<file path="config.mk">
export PLATFORM = sky130hd
export DESIGN_NAME = sys_csr_bank
export DESIGN_NICKNAME = d
export VERILOG_FILES = /design/src/rtl/sys_csr_bank.sv
export SDC_FILE = /design/constraint.sdc
export NUM_CORES = 1
export LEC_CHECK = 0
export BUFFER_PORTS_ARGS = -buffer_cell sky130_fd_sc_hd__buf_2
export CORE_AREA = 2 2 192 194
export CTS_CLUSTER_SIZE = 14
export DETAILED_ROUTE_END_ITERATION = 10
export DIE_AREA = 0 0 194 196
export GPL_ROUTABILITY_DRIVEN = 0
export HOLD_SLACK_MARGIN = 0.1
export PLACE_DENSITY = 0.65
export SLEW_MARGIN = 10
export SYNTH_ARGS = -nofsm -noshare
export SYNTH_HDL_FRONTEND = slang
export SYNTH_SLANG_ARGS = --single-unit
export TNS_END_PERCENT = 5
</file>
<file path="constraint.sdc">
create_clock -name sys_clk_i -period 6.05 [get_ports sys_clk_i]
set_clock_uncertainty 0.1 [all_clocks]
set_input_delay 1.21 -clock sys_clk_i [delete_from_list [all_inputs] [get_ports sys_clk_i]]
set_output_delay 1.21 -clock sys_clk_i [all_outputs]
set_load 0.01 [all_outputs]
</file>
<file path="src/rtl/sys_csr_bank.sv">
// ----------------------------------------------------------------------------
// sys_csr_bank
// Responder end of the simple RP system bus. It decodes one-cycle
// read/write requests from the AXI-to-sys bridge. Each request gets exactly
// one acknowledge. The bank holds NCTRL writable control words that drive the
// DSP core, and it returns NSTAT read-only status words.
//
// Optional feature macro: SYS_CSR_SHADOW_EN
//   undefined : bus writes update ctrl_o directly and commit_i is ignored.
//   defined   : bus writes land in shadow registers, and reads of ctrl words
//               return the shadow. ctrl_o loads every shadow at once in the
//               cycle after commit_i=1. This includes a write made in the
//               same cycle as the commit.
//
// Ports
//   sys_clk_i    clock
//   sys_rst_i    synchronous active-high reset
//   sys_addr_i   byte address; the word index is sys_addr_i[11:2]
//   sys_wdata_i  write data (sampled with sys_wen_i)
//   sys_sel_i    byte-lane enables for writes
//   sys_wen_i    one-cycle write request
//   sys_ren_i    one-cycle read request
//   sys_rdata_o  read data; zero unless sys_ack_o=1
//   sys_err_o    error flag; meaningful with sys_ack_o=1
//   sys_ack_o    one-cycle acknowledge
//   ctrl_o       control word k at [k*DW +: DW]
//   ctrl_wstb_o  bit k pulses for one cycle when ctrl word k is written
//   stat_i       status word s at [s*DW +: DW]
//   commit_i     shadow commit strobe (used only with SYS_CSR_SHADOW_EN)
// ----------------------------------------------------------------------------
module sys_csr_bank #(
    parameter int AW     = 32,
    parameter int DW     = 32,
    parameter int SW     = DW / 8,
    parameter int NCTRL  = 8,
    parameter int NSTAT  = 4,
    parameter int RD_LAT = 2
) (
    input  logic                  sys_clk_i,
    input  logic                  sys_rst_i,
    input  logic [AW-1:0]         sys_addr_i,
    input  logic [DW-1:0]         sys_wdata_i,
    input  logic [SW-1:0]         sys_sel_i,
    input  logic                  sys_wen_i,
    input  logic                  sys_ren_i,
    output logic [DW-1:0]         sys_rdata_o,
    output logic                  sys_err_o,
    output logic                  sys_ack_o,
    output logic [NCTRL*DW-1:0]   ctrl_o,
    output logic [NCTRL-1:0]      ctrl_wstb_o,
    input  logic [NSTAT*DW-1:0]   stat_i,
    input  logic                  commit_i
);

    typedef enum logic [1:0] {
        ST_IDLE  = 2'd0,
        ST_WACK  = 2'd1,
        ST_RWAIT = 2'd2
    } state_t;

    localparam logic [10:0] LP_NCTRL   = 11'(NCTRL);
    localparam logic [10:0] LP_NMAP    = 11'(NCTRL + NSTAT);
    localparam logic [3:0]  LP_LAT_M1  = 4'(RD_LAT - 1);
    localparam bit          LP_LAT_ONE = (RD_LAT == 1);

    // Byte-lane merge: lanes with sel=1 take the new data.
    function automatic logic [DW-1:0] f_merge(input logic [DW-1:0] old_w,
                                              input logic [DW-1:0] new_w,
                                              input logic [SW-1:0] sel);
        logic [DW-1:0] res;
        res = old_w;
        for (int b = 0; b < SW; b++) begin
            res[b*8 +: 8] = sel[b] ? new_w[b*8 +: 8] : old_w[b*8 +: 8];
        end
        return res;
    endfunction

    state_t              r_state;
    state_t              w_state_nxt;
    logic                r_ack, w_ack_nxt;
    logic                r_err, w_err_nxt;
    logic [DW-1:0]       r_rdata, w_rdata_nxt;
    logic [NCTRL-1:0]    r_wstb, w_wstb_nxt;
    logic [3:0]          r_cnt, w_cnt_nxt;
    logic [DW-1:0]       r_hold, w_hold_nxt;
    logic                r_hold_err, w_hold_err_nxt;
    logic                w_wr_ctrl;

    // r_src is the bus-visible copy of each ctrl word. It is the live
    // ctrl register or the shadow, depending on the build.
    logic [DW-1:0]       r_src [NCTRL];
    logic [DW-1:0]       w_src_nxt [NCTRL];

    logic [9:0]          w_idx;
    logic [10:0]         w_idx_ext;
    logic                w_is_ctrl;
    logic                w_is_stat;
    logic [NCTRL-1:0]    w_idx_onehot;
    logic [DW-1:0]       w_rd_word;

    assign w_idx     = sys_addr_i[11:2];
    assign w_idx_ext = {1'b0, w_idx};
    assign w_is_ctrl = (w_idx_ext < LP_NCTRL);
    assign w_is_stat = (w_idx_ext >= LP_NCTRL) && (w_idx_ext < LP_NMAP);

    // One-hot ctrl word select and read-data mux. Unmapped indices yield 0.
    always_comb begin
        w_idx_onehot = {NCTRL{1'b0}};
        w_rd_word    = {DW{1'b0}};
        for (int k = 0; k < NCTRL; k++) begin
            w_idx_onehot[k] = (w_idx == 10'(k));
            w_rd_word       = w_rd_word | ({DW{w_idx == 10'(k)}} & r_src[k]);
        end
        for (int s = 0; s < NSTAT; s++) begin
            w_rd_word = w_rd_word |
                        ({DW{w_idx == 10'(NCTRL + s)}} & stat_i[s*DW +: DW]);
        end
    end

    // Next value of each bus-visible ctrl word, with this cycle's write merged in.
    always_comb begin
        for (int k = 0; k < NCTRL; k++) begin
            w_src_nxt[k] = (w_wr_ctrl && w_idx_onehot[k]) ?
                           f_merge(r_src[k], sys_wdata_i, sys_sel_i) : r_src[k];
        end
    end

    // Next-state and registered-output logic of the request FSM.
    always_comb begin
        w_state_nxt    = r_state;
        w_ack_nxt      = 1'b0;
        w_err_nxt      = 1'b0;
        w_rdata_nxt    = {DW{1'b0}};
        w_wstb_nxt     = {NCTRL{1'b0}};
        w_cnt_nxt      = r_cnt;
        w_hold_nxt     = r_hold;
        w_hold_err_nxt = r_hold_err;
        w_wr_ctrl      = 1'b0;
        case (r_state)
            ST_IDLE: begin
                if (sys_wen_i) begin
                    // A write takes priority over a read in the same cycle.
                    w_state_nxt = ST_WACK;
                    w_ack_nxt   = 1'b1;
                    w_err_nxt   = ~w_is_ctrl;
                    w_wr_ctrl   = w_is_ctrl;
                    w_wstb_nxt  = w_is_ctrl ? w_idx_onehot : {NCTRL{1'b0}};
                end else if (sys_ren_i) begin
                    // Snapshot the word now so later stat_i changes cannot leak in.
                    w_state_nxt    = ST_RWAIT;
                    w_hold_nxt     = w_rd_word;
                    w_hold_err_nxt = ~(w_is_ctrl | w_is_stat);
                    w_cnt_nxt      = LP_LAT_M1;
                    if (LP_LAT_ONE) begin
                        w_ack_nxt   = 1'b1;
                        w_rdata_nxt = w_rd_word;
                        w_err_nxt   = ~(w_is_ctrl | w_is_stat);
                    end else begin
                        w_ack_nxt   = 1'b0;
                    end
                end else begin
                    w_state_nxt = ST_IDLE;
                end
            end
            ST_WACK: begin
                // This is the ack cycle. Requests arriving now are dropped.
                w_state_nxt = ST_IDLE;
            end
            ST_RWAIT: begin
                if (r_ack) begin
                    w_state_nxt = ST_IDLE;
                end else begin
                    w_cnt_nxt = r_cnt - 4'd1;
                    if (r_cnt == 4'd1) begin
                        w_ack_nxt   = 1'b1;
                        w_rdata_nxt = r_hold;
                        w_err_nxt   = r_hold_err;
                    end else begin
                        w_ack_nxt   = 1'b0;
                    end
                end
            end
            default: begin
                w_state_nxt = ST_IDLE;
            end
        endcase
    end

    // FSM state and bus response registers.
    always_ff @(posedge sys_clk_i) begin
        if (sys_rst_i) begin
            r_state    <= ST_IDLE;
            r_ack      <= 1'b0;
            r_err      <= 1'b0;
            r_rdata    <= {DW{1'b0}};
            r_wstb     <= {NCTRL{1'b0}};
            r_cnt      <= 4'd0;
            r_hold     <= {DW{1'b0}};
            r_hold_err <= 1'b0;
        end else begin
            r_state    <= w_state_nxt;
            r_ack      <= w_ack_nxt;
            r_err      <= w_err_nxt;
            r_rdata    <= w_rdata_nxt;
            r_wstb     <= w_wstb_nxt;
            r_cnt      <= w_cnt_nxt;
            r_hold     <= w_hold_nxt;
            r_hold_err <= w_hold_err_nxt;
        end
    end

    // Bus-visible ctrl words (live ctrl or shadow).
    always_ff @(posedge sys_clk_i) begin
        if (sys_rst_i) begin
            for (int k = 0; k < NCTRL; k++) begin
                r_src[k] <= {DW{1'b0}};
            end
        end else begin
            for (int k = 0; k < NCTRL; k++) begin
                r_src[k] <= w_src_nxt[k];
            end
        end
    end

`ifdef SYS_CSR_SHADOW_EN
    logic [DW-1:0] r_ctrl [NCTRL];

    // Live ctrl words load every shadow together on commit. The load uses
    // the post-write shadow value, so a write in the commit cycle is included.
    always_ff @(posedge sys_clk_i) begin
        if (sys_rst_i) begin
            for (int k = 0; k < NCTRL; k++) begin
                r_ctrl[k] <= {DW{1'b0}};
            end
        end else if (commit_i) begin
            for (int k = 0; k < NCTRL; k++) begin
                r_ctrl[k] <= w_src_nxt[k];
            end
        end else begin
            for (int k = 0; k < NCTRL; k++) begin
                r_ctrl[k] <= r_ctrl[k];
            end
        end
    end

    genvar g;
    generate
        for (g = 0; g < NCTRL; g++) begin : g_ctrl_out
            assign ctrl_o[g*DW +: DW] = r_ctrl[g];
        end
    endgenerate

    logic w_unused_addr;
    assign w_unused_addr = ^{sys_addr_i[AW-1:12], sys_addr_i[1:0]};
`else
    genvar g;
    generate
        for (g = 0; g < NCTRL; g++) begin : g_ctrl_out
            assign ctrl_o[g*DW +: DW] = r_src[g];
        end
    endgenerate

    logic w_unused_addr;
    assign w_unused_addr = ^{sys_addr_i[AW-1:12], sys_addr_i[1:0], commit_i};
`endif

    assign sys_ack_o   = r_ack;
    assign sys_err_o   = r_err;
    assign sys_rdata_o = r_rdata;
    assign ctrl_wstb_o = r_wstb;

endmodule

</file>
==> results of run 1 <==
==> worst register-to-register path: stages, from the launching register on <==
cell and delay, ns:
dfxtp_1 0.41, nor3b_4 0.20, buf_4 0.39, and4_1 1.06, nand3_1 0.66, nand2_1 0.22, a21oi_1 0.08
==> worst paths after layout <==
check / slack [ns] / startpoint / endpoint
setup / recovery: 2.39 / sys_addr_i[5] / r_hold[12]$_SDFFE_PP0P_
hold / removal: 0.36 / r_hold[0]$_SDFFE_PP0P_ / sys_rdata_o[0]$_SDFF_PP0_
setup reg to reg: 2.75 / r_state[0]$_SDFFE_PP0P_ / r_src[1][58]$_SDFFE_PP0P_
hold reg to reg: 0.36 / r_hold[0]$_SDFFE_PP0P_ / sys_rdata_o[0]$_SDFF_PP0_
==> registers in the layout, summed over array words and instances, names as in the netlist <==
| register | flops |
|---|---|
| r_src | 256 |
| r_hold | 32 |
| sys_rdata_o | 32 |
| ctrl_wstb_o | 8 |
| r_cnt | 4 |
| r_state | 2 |
| r_hold_err | 1 |
| sys_ack_o | 1 |
| sys_err_o | 1 |
==> per-layer routing <==
layer	part of all wire, %	up-vias	wire [um]
met3	8.3	106	4910
met4	3.4	4	2020
met2	45	660	26600
met1	43	6778	25500
met5	0.046	-	27
li1	-	6371	-
==> layout make-up <==
cell class / instances / area (um^2) / area share [%]
clock inverter: 12 / 146 / 0.772
timing repair buffer: 493 / 2530 / 13.3
inverter: 4 / 15.0 / 0.0792
clock buffer: 56 / 1140 / 6.02
sequential: 337 / 6750 / 35.6
antenna: 7 / 17.5 / 0.0924
multi-input combinational: 1097 / 7780 / 41.0
tap: 468 / 586 / 3.09
==> power groups by stage <==
stage	clock (W)	sequential (W)	combinational (W)
finish	0.00239	0.00225	0.000333
global route	0.00251	0.00225	0.000356
global placement	0	0.00230	0.000326
floorplan	0	0.00229	0.000206
CTS	0.00242	0.00225	0.000332
detailed placement	0	0.00230	0.000331
==> logic make-up after synthesis <==
| kind of cell | after synthesis | share of synthesized area (%) |
|---|---|---|
| and+or+nand+nor | 611 | 19.1 |
| DFF | 337 | 44.6 |
| AOI/OAI and AO/OA | 257 | 10.9 |
| muxes | 225 | 20.8 |
| buffers and inverters | 152 | 4.30 |
| xor gates and xnor gates | 2 | 0.116 |
| adders and majority gates | 2 | 0.165 |
==> cell usage after synthesis (3+ instances only) <==
library cell	n	area (um^2)
inv_1	4	15.0
nor2_1	188	706
a311oi_1	17	149
nor2b_1	4	25.0
mux2_2	8	90.1
a211oi_1	14	105
mux2i_1	146	1460
o21ai_0	3	15.0
buf_2	43	215
a32oi_1	6	52.6
a31oi_1	7	43.8
a32o_1	7	70.1
buf_4	5	37.5
mux4_2	71	1600
and2_1	34	213
and3_1	18	113
nor3_1	11	55.1
o31ai_1	6	45.0
a22oi_1	25	188
a21oi_1	139	696
a22o_1	13	114
nand2_1	284	1070
nand3_4	16	280
dfxtp_1	337	6750
clkbuf_1	96	360
buf_1	3	11.3
o22ai_1	5	31.3
nor4_4	3	63.8
nand3_1	31	155
==> metrics by stage <==
stage	utilization (%)	cell area, um^2
2_1_floorplan	-	15100
3_5_place_dp	48.9	17700
5_1_grt	52.5	19000
4_1_cts	52.5	18900
3_3_place_gp	48.9	17700
6_report	52.6	19000
==> PnR_summary.wiki, run 1 <==
{| class="wikitable"
! Metric !! Value
|-
| Final WS setup || 2.39 ns
|-
| Final worst hold slack || 0.358 ns
|-
| Worst max-slew margin expressed relative to the limit || 21.5%
|-
| Setup repair after global routing missed its margin || false
|-
| Post-cts hold buffer count || 0
|-
| Aggregate negative setup slack || 0 ns
|-
| Fraction of final layout cells with drive strength greater than 1 || 33.4%
|-
| Minimum clock period || 3.66 ns
|-
| Area of the die || 38000 um^2
|-
| Number of filler instances in the final layout || 3355
|-
| Pre-CTS WS || 1.81 ns
|-
| Post-CTS Setup Bufs || 0
|-
| Classification of the worst setup path || in2reg
|-
| Worst VDD drop || 283 uV
|-
| Worst Setup End Kind || flop
|-
| Routed wire length || 59.0 mm
|-
| Gr ovfl total || 0
|-
| Wire length of the first global-routing pass || 85.9 mm
|-
| Number of cells on the worst reg-to-reg path || 6
|-
| Mapped Cells || 1586
|-
| Highest attainable clock frequency || 273 MHz
|-
| Post-DRT Antenna Nets || 0
|-
| Inst Count DP || 2399
|-
| Buffer levels on the longest clock path || 3
|-
| Synthesis Warnings || 0
|-
| Largest net degree at the start of global routing || 121
|-
| Clock transition at path regs || 0.06 ns
|-
| Top-level I/O count || 499
|-
| Final routed DRC violation total || 0
|-
| Clock latency on the worst-skew pair || 0.55 ns
|-
| Buffer type at the clock tree root || clkbuf_16
|-
| Class of the tightest hold or removal check || reg2reg
|-
| GRT met1 Usage || 40.7%
|-
| Count of final hold-check violations || 0
|-
| Data arrival time of the worst path || 4.02 ns
|-
| Flip-flop and latch count after synthesis || 337
|-
| Leakage || 8.74 nW
|-
| Pre-Repair DR Iteration Count || 6
|-
| Number of standard cells in the layout, taps in and fillers out || 2474
|-
| GRT busiest layer || met2
|-
| Worst-Margin Slew || 1.18 ns
|-
| Post-synth cell types || 58
|-
| Power per standard cell area || 262 nW/um^2
|-
| Final Slew Violations || 0
|-
| Fraction of met2 tracks used by global routing || 46.1%
|-
| Drt first-iter violations || 1261
|-
| Chain of cells forming the critical path || buf_2, nor2b_1, and2_2, a22oi_1, a211o_1, a311oi_1
|-
| Most common cell after layout, fill and taps aside || buf_2
|-
| M3 GR Usage || 7.05%
|-
| Post-detailed-placement half-perimeter wirelength || 42.6 mm
|-
| Chip Width || 194 um
|-
| CTS Buf Count || 39
|-
| Portion of total power attributed to the clock network || 48.1%
|-
| Combinational power share || 6.7%
|-
| Buffers and inverters on the worst path || 1
|-
| Post-synthesis cell area || 15100 um^2
|-
| Sw Pwr || 0.00117 W
|-
| Number of setup violations in the final report || 0
|-
| CP peak stage delay || 0.92 ns
|-
| Clk sink count || 337
|-
| Most frequently used flop master after synthesis || dfxtp_1
|-
| Cell family contributing the most delay on the critical path || simple AND/OR/NAND/NOR gates
|-
| Commonest cells after routing, fill and taps aside || buf_2 (472), dfxtp_1 (337), nand2_1 (284)
|-
| Die span in y || 196 um
|-
| Switching Share || 23.5%
|-
| Average routed wire per standard cell || 23.8 um
|-
| Max-cap violation count || 0
|-
| # nets final || 2175
|-
| Number of standard-cell rows in the floorplan || 70
|-
| PortBufs || 475
|-
| EDFF count, synth || 0
|-
| Design internal power || 0.00380 W
|-
| Slowest cell on the critical path || and2_2
|-
| Vias after detailed routing || 13.9k
|-
| Worst setup SP type || primary input
|-
| Clock tree from TritonCTS || done
|-
| Hold path depth || 1
|-
| Core region area || 36100 um^2
|-
| Gr usage total || 29.9%
|-
| Portion of the post-synthesis area used by sequential elements || 44.6%
|-
| Area growth syn-to-layout || 25.4%
|-
| Share of synthesized registers carrying an async set or reset || 0%
|-
| Post-synth net total || 1789
|-
| Clock H-tree levels || 2
|-
| Effective utilization at floorplan || 41.9%
|-
| Status || completed
|-
| Sequential Power Share || 45.2%
|-
| Depth of the critical timing path with buffers and inverters included || 6
|-
| Highest fanout seen on the critical path || 31
|-
| Required time at the endpoint of the critical path || 6.41 ns
|-
| Avg Inst Size Synth || 9.54 um^2
|-
| Mean number of vias per cell || 5.63
|-
| Overall power consumption || 0.00497 W
|-
| Number of antenna violations at the first check in global routing || 9
|-
| Via count of the first global-routing pass || 13.3k
|-
| PostCTS Resize Cnt || 0
|-
| Final clock period utilization by the worst path || 60.5%
|}
Power figures use the tool's default switching activity.
==> run 2, diff against run 1 <==
- clock period: 6.05 -> 3.5 ns (I/O delays scaled with it)
==> run 2 against run 1 <==
Compared with the run above:
- critical path depth increased by 2
- clock power grew 68%
- register-to-register slack worse by 1.7 ns
- power grew 71%
- worst setup slack worse by 1.5 ns
- routed wire length is 0.36% higher
- largest cell class unchanged
==> PnR_summary.wiki, run 2 (synthesized netlist as in run 1, its figures left out) <==
{| class="wikitable"
! Metric !! Value
|-
| Effective utilization at floorplan || 41.9%
|-
| Post-cts hold buffer count || 0
|-
| Via count of the first global-routing pass || 13.5k
|-
| Post-detailed-placement half-perimeter wirelength || 43.2 mm
|-
| Clock tree from TritonCTS || done
|-
| Setup repair after global routing missed its margin || false
|-
| Chip Width || 194 um
|-
| Overall power consumption || 0.00850 W
|-
| Number of antenna violations at the first check in global routing || 11
|-
| Number of standard-cell rows in the floorplan || 70
|-
| Number of standard cells in the layout, taps in and fillers out || 2498
|-
| Worst-Margin Slew || 0.997 ns
|-
| Buffer type at the clock tree root || clkbuf_16
|-
| Clock latency on the worst-skew pair || 0.54 ns
|-
| Portion of total power attributed to the clock network || 47.2%
|-
| Final WS setup || 0.841 ns
|-
| Mean number of vias per cell || 5.69
|-
| Switching Share || 23.6%
|-
| Area of the die || 38000 um^2
|-
| Commonest cells after routing, fill and taps aside || buf_2 (472), dfxtp_1 (337), nand2_1 (284)
|-
| Final clock period utilization by the worst path || 76.0%
|-
| Worst setup SP type || primary input
|-
| Number of setup violations in the final report || 0
|-
| Top-level I/O count || 499
|-
| Pre-Repair DR Iteration Count || 6
|-
| Worst max-slew margin expressed relative to the limit || 31.8%
|-
| Clock transition at path regs || 0.06 ns
|-
| Post-CTS Setup Bufs || 0
|-
| Flip-flop count of the largest register, all copies and words added || 256
|-
| Critical R2R Capture || r_src[0][90]$_SDFFE_PP0P_
|-
| Highest fanout seen on the critical path || 15
|-
| Setup slack of the most critical reg-to-reg path || 1.08 ns
|-
| Inst Count DP || 2421
|-
| Pre-CTS WS || 0.338 ns
|-
| Combinational power share || 7.0%
|-
| Fraction of final layout cells with drive strength greater than 1 || 34.0%
|-
| Sw Pwr || 0.00201 W
|-
| Drt first-iter violations || 1484
|-
| Number of cells on the worst reg-to-reg path || 5
|-
| Largest net degree at the start of global routing || 145
|-
| Most common cell after layout, fill and taps aside || buf_2
|-
| Design internal power || 0.00649 W
|-
| Final routed DRC violation total || 0
|-
| Count of final hold-check violations || 0
|-
| Timing startpoint of the critical path || sys_addr_i[7]
|-
| Data arrival time of the worst path || 2.99 ns
|-
| Clk sink count || 337
|-
| Reg with most FFs || r_src
|-
| Max-cap violation count || 0
|-
| # nets final || 2196
|-
| Aggregate negative setup slack || 0 ns
|-
| Final Slew Violations || 0
|-
| CTS Buf Count || 38
|-
| Gr ovfl total || 0
|-
| Average routed wire per standard cell || 23.7 um
|-
| Leakage || 8.86 nW
|-
| Wire length of the first global-routing pass || 87.1 mm
|-
| Area growth syn-to-layout || 26.6%
|-
| Minimum clock period || 2.66 ns
|-
| Required time at the endpoint of the critical path || 3.84 ns
|-
| Routed wire length || 59.2 mm
|-
| Worst VDD drop || 382 uV
|-
| Power per standard cell area || 444 nW/um^2
|-
| Buffer levels on the longest clock path || 3
|-
| Status || completed
|-
| Class of the tightest hold or removal check || reg2reg
|-
| Sequential Power Share || 45.8%
|-
| Vias after detailed routing || 14.2k
|-
| R2R Path Start || r_state[0]$_SDFFE_PP0P_
|-
| Post-DRT Antenna Nets || 0
|-
| Gr usage total || 30.1%
|-
| Highest attainable clock frequency || 376 MHz
|-
| Classification of the worst setup path || in2reg
|-
| PortBufs || 475
|-
| Die span in y || 196 um
|-
| PostCTS Resize Cnt || 0
|-
| Critical path destination || r_hold[21]$_SDFFE_PP0P_
|-
| Final worst hold slack || 0.346 ns
|-
| Worst Setup End Kind || flop
|-
| Core region area || 36100 um^2
|-
| Clock H-tree levels || 2
|}
-- run 2: cell count changes in the layout (fill, tap and decap cells not counted) --
cell        delta
diode_2        +3
clkbuf_8       -1
buf_12         +5
clkinvlp_4     -2
buf_4         +17
clkbuf_1       +2
bufinv_16      -1
clkinv_2       +1
-- run 2: layer usage --
layer,track usage (%),wire (um),vias to the layer above
met2,46.5,26700,727
li1,-,-,6427
met1,41.0,25200,6935
met3,7.63,5410,117
met4,10.1,1900,4
met5,0,21,-
-- run 2: metrics by stage --
stage | instance area [um^2] | util [%]
after floorplan | 15100 | -
after global placement | 17900 | 49.6
after detailed placement | 17900 | 49.6
after CTS | 19100 | 53.0
after global routing | 19100 | 53.0
final | 19200 | 53.1
-- run 2: critical path: stages --
cell and delay [ns]:
buf_2 0.12, nor4_4 0.35, buf_12 0.20, and2_1 0.52, buf_4 0.35, a22oi_1 0.12, a211o_1 0.35, a311oi_1 0.27
-- run 2: power by group through the flow --
stage | Clock [W] | Sequential (W) | Combinational, W
after floorplan | 0 | 0.00397 | 0.000357
after global placement | 0 | 0.00398 | 0.000581
after detailed placement | 0 | 0.00398 | 0.000588
after CTS | 0.00406 | 0.00389 | 0.000590
after global routing | 0.00422 | 0.00389 | 0.000634
final | 0.00401 | 0.00389 | 0.000592
-- run 2: worst min path at each step --
stage	start	endpoint	slack, ns	cells after the start
2_1_floorplan	r_hold[3]$_SDFFE_PP0P_	sys_rdata_o[3]$_SDFF_PP0_	0.33	1
3_3_place_gp	r_src[1][126]$_SDFFE_PP0P_	r_src[1][126]$_SDFFE_PP0P_	0.35	2
3_5_place_dp	r_hold[10]$_SDFFE_PP0P_	sys_rdata_o[10]$_SDFF_PP0_	0.34	1
4_1_cts	stat_i[4]	r_hold[4]$_SDFFE_PP0P_	0.35	3
5_1_grt	r_hold[20]$_SDFFE_PP0P_	sys_rdata_o[20]$_SDFF_PP0_	0.37	1
6_report	r_hold[31]$_SDFFE_PP0P_	sys_rdata_o[31]$_SDFF_PP0_	0.35	1
-- run 2: area by class of cell --
cell class	instances	area (um^2)
inverter	4	15.0
tap	468	586
multi-input combinational	1097	7780
antenna	10	25.0
sequential	337	6750
timing repair buffer	515	2760
fill	3372	16900
clock buffer	57	1140
clock inverter	10	106
==> run 3, diff against run 2 <==
- PLACE_DENSITY: 0.65 -> 0.68
- clock period: 3.5 -> 2.4 ns (I/O delays scaled with it)
==> run 3 against run 2 <==
Compared with the run above:
- combinational power is 57% higher
- non-clock buffer count is 65 higher
- critical endpoint is now r_src[1][96]$_SDFFE_PP0P_
- power is 45% higher
==> PnR_summary.wiki, run 3 (synthesized netlist as in run 1, its figures left out) <==
{| class="wikitable"
! Metric !! Value
|-
| Core region area || 36100 um^2
|-
| Reg with most FFs || r_src
|-
| Final routed DRC violation total || 0
|-
| Vias after detailed routing || 14.6k
|-
| Max-cap violation count || 0
|-
| Clk sink count || 337
|-
| Area of the die || 38000 um^2
|-
| Largest net degree at the start of global routing || 100
|-
| Post-CTS Setup Bufs || 0
|-
| Worst Setup End Kind || flop
|-
| Buffers and inverters on the worst path || 4
|-
| Most common cell after layout, fill and taps aside || buf_2
|-
| Effective utilization at floorplan || 41.9%
|-
| Fraction of final layout cells with drive strength greater than 1 || 36.0%
|-
| Sequential Power Share || 46.1%
|-
| PostCTS Resize Cnt || 0
|-
| Buffer levels on the longest clock path || 3
|-
| Average routed wire per standard cell || 23.4 um
|-
| Design internal power || 0.00949 W
|-
| # nets final || 2260
|-
| Number of antenna violations at the first check in global routing || 15
|-
| Cell family contributing the most delay on the critical path || simple AND/OR/NAND/NOR gates
|-
| Classification of the worst setup path || in2reg
|-
| Buffer type at the clock tree root || clkbuf_16
|-
| Class of the tightest hold or removal check || in2reg
|-
| Combinational power share || 7.5%
|-
| Slowest cell on the critical path || nand3_1
|-
| Post-DRT Antenna Nets || 0
|-
| Clock transition at path regs || 0.06 ns
|-
| Power per standard cell area || 624 nW/um^2
|-
| Cell type with the highest occurrence count on the critical path || buf_4
|-
| Count of final hold-check violations || 0
|-
| Wire length of the first global-routing pass || 88.1 mm
|-
| Pre-CTS WS || -0.118 ns
|-
| Number of standard-cell rows in the floorplan || 70
|-
| Top-level I/O count || 499
|-
| Final Slew Violations || 0
|-
| Chain of cells forming the critical path || buf_2, buf_4, nor4_4, buf_4, and4_1, buf_4, nand3_1, nand2_1, a21oi_1
|-
| Commonest cells after routing, fill and taps aside || buf_2 (472), dfxtp_1 (337), nand2_1 (284)
|-
| Worst max-slew margin expressed relative to the limit || 68.5%
|-
| Status || completed
|-
| Sw Pwr || 0.00285 W
|-
| Drt first-iter violations || 1403
|-
| Gr ovfl total || 0
|-
| Final clock period utilization by the worst path || 85.0%
|-
| Portion of total power attributed to the clock network || 46.4%
|-
| Clock H-tree levels || 2
|-
| PortBufs || 475
|-
| Post-cts hold buffer count || 0
|-
| Final cell utilization of the core || 54.8%
|-
| Worst VDD drop || 507 uV
|-
| Flip-flop count of the largest register, all copies and words added || 256
|-
| Die span in y || 196 um
|-
| Area growth syn-to-layout || 30.6%
|-
| Minimum clock period || 2.04 ns
|-
| Overall power consumption || 0.0123 W
|-
| Routed wire length || 59.7 mm
|-
| Leakage || 9.20 nW
|-
| Worst setup SP type || primary input
|-
| Clock latency on the worst-skew pair || 0.51 ns
|-
| Clock tree from TritonCTS || done
|-
| Mean number of vias per cell || 5.70
|-
| Data arrival time of the worst path || 2.31 ns
|-
| CP peak stage delay || 0.39 ns
|-
| Pre-Repair DR Iteration Count || 5
|-
| Final WS setup || 0.360 ns
|-
| Setup repair after global routing missed its margin || false
|-
| Via count of the first global-routing pass || 14.0k
|-
| Worst-Margin Slew || 0.472 ns
|-
| Post-detailed-placement half-perimeter wirelength || 45.3 mm
|-
| Highest fanout seen on the critical path || 16
|-
| Required time at the endpoint of the critical path || 2.67 ns
|-
| Gr usage total || 30.1%
|-
| Highest attainable clock frequency || 490 MHz
|-
| Switching Share || 23.1%
|-
| CTS Buf Count || 37
|-
| Chip Width || 194 um
|-
| Number of setup violations in the final report || 0
|}
[run 3: path summary, 6_finish.rpt]
check	startpoint	endpoint	slack [ns]	cells after the start
setup / recovery	sys_addr_i[7]	r_src[1][96]$_SDFFE_PP0P_	0.36	9
hold / removal	stat_i[4]	r_hold[4]$_SDFFE_PP0P_	0.15	3
setup reg to reg	r_state[0]$_SDFFE_PP0P_	r_src[1][96]$_SDFFE_PP0P_	0.36	6
hold reg to reg	r_hold[22]$_SDFFE_PP0P_	sys_rdata_o[22]$_SDFF_PP0_	0.36	1
[run 3: worst min-delay path: cells and delay by family]
kind,cells,cell delay (ns)
buffers and inverters,1,0.10
AND/OR/NAND/NOR,1,0.06
AO/OA/AOI/OAI,1,0.08
[run 3: cell type report]
class / count / area [um^2]
Antenna cell: 12 / 30.0
Clock buffer: 48 / 1010
Clock inverter: 10 / 181
Fill cell: 3276 / 16300
Inverter: 4 / 15.0
Multi-Input combinational cell: 1097 / 7780
Sequential cell: 337 / 6750
Tap cell: 468 / 586
Timing Repair Buffer: 580 / 3410
[run 3: routing by layer]
layer | routed length [um] | global-route usage, % | vias up | share of wire, %
li1 | - | - | 6527 | -
met3 | 6060 | 6.58 | 116 | 10
met1 | 24800 | 41.5 | 7099 | 41
met2 | 27100 | 47.2 | 827 | 45
met4 | 1770 | 9.51 | 2 | 3.0
met5 | 13 | 0 | - | 0.022
[run 3: power by group through the flow]
stage                     logic [W]  clock network [W]  registers [W]
final                      0.000929            0.00572        0.00568
after global routing       0.000988            0.00600        0.00569
after CTS                  0.000922            0.00579        0.00568
after detailed placement   0.000920                  0        0.00581
after global placement     0.000902                  0        0.00581
after floorplan            0.000520                  0        0.00578
[run 3: per-stage QoR]
stage               instances  hold slack, ns  instance area, um^2  setup TNS [ns]
finish                   2556           0.151                19800               0
global route             2552           0.178                19700               0
CTS                      2544           0.134                19700               0
detailed placement       2486           0.348                18500          -10.29
global placement         2486           0.348                18500           -8.22
floorplan                1586           0.330                15100               0
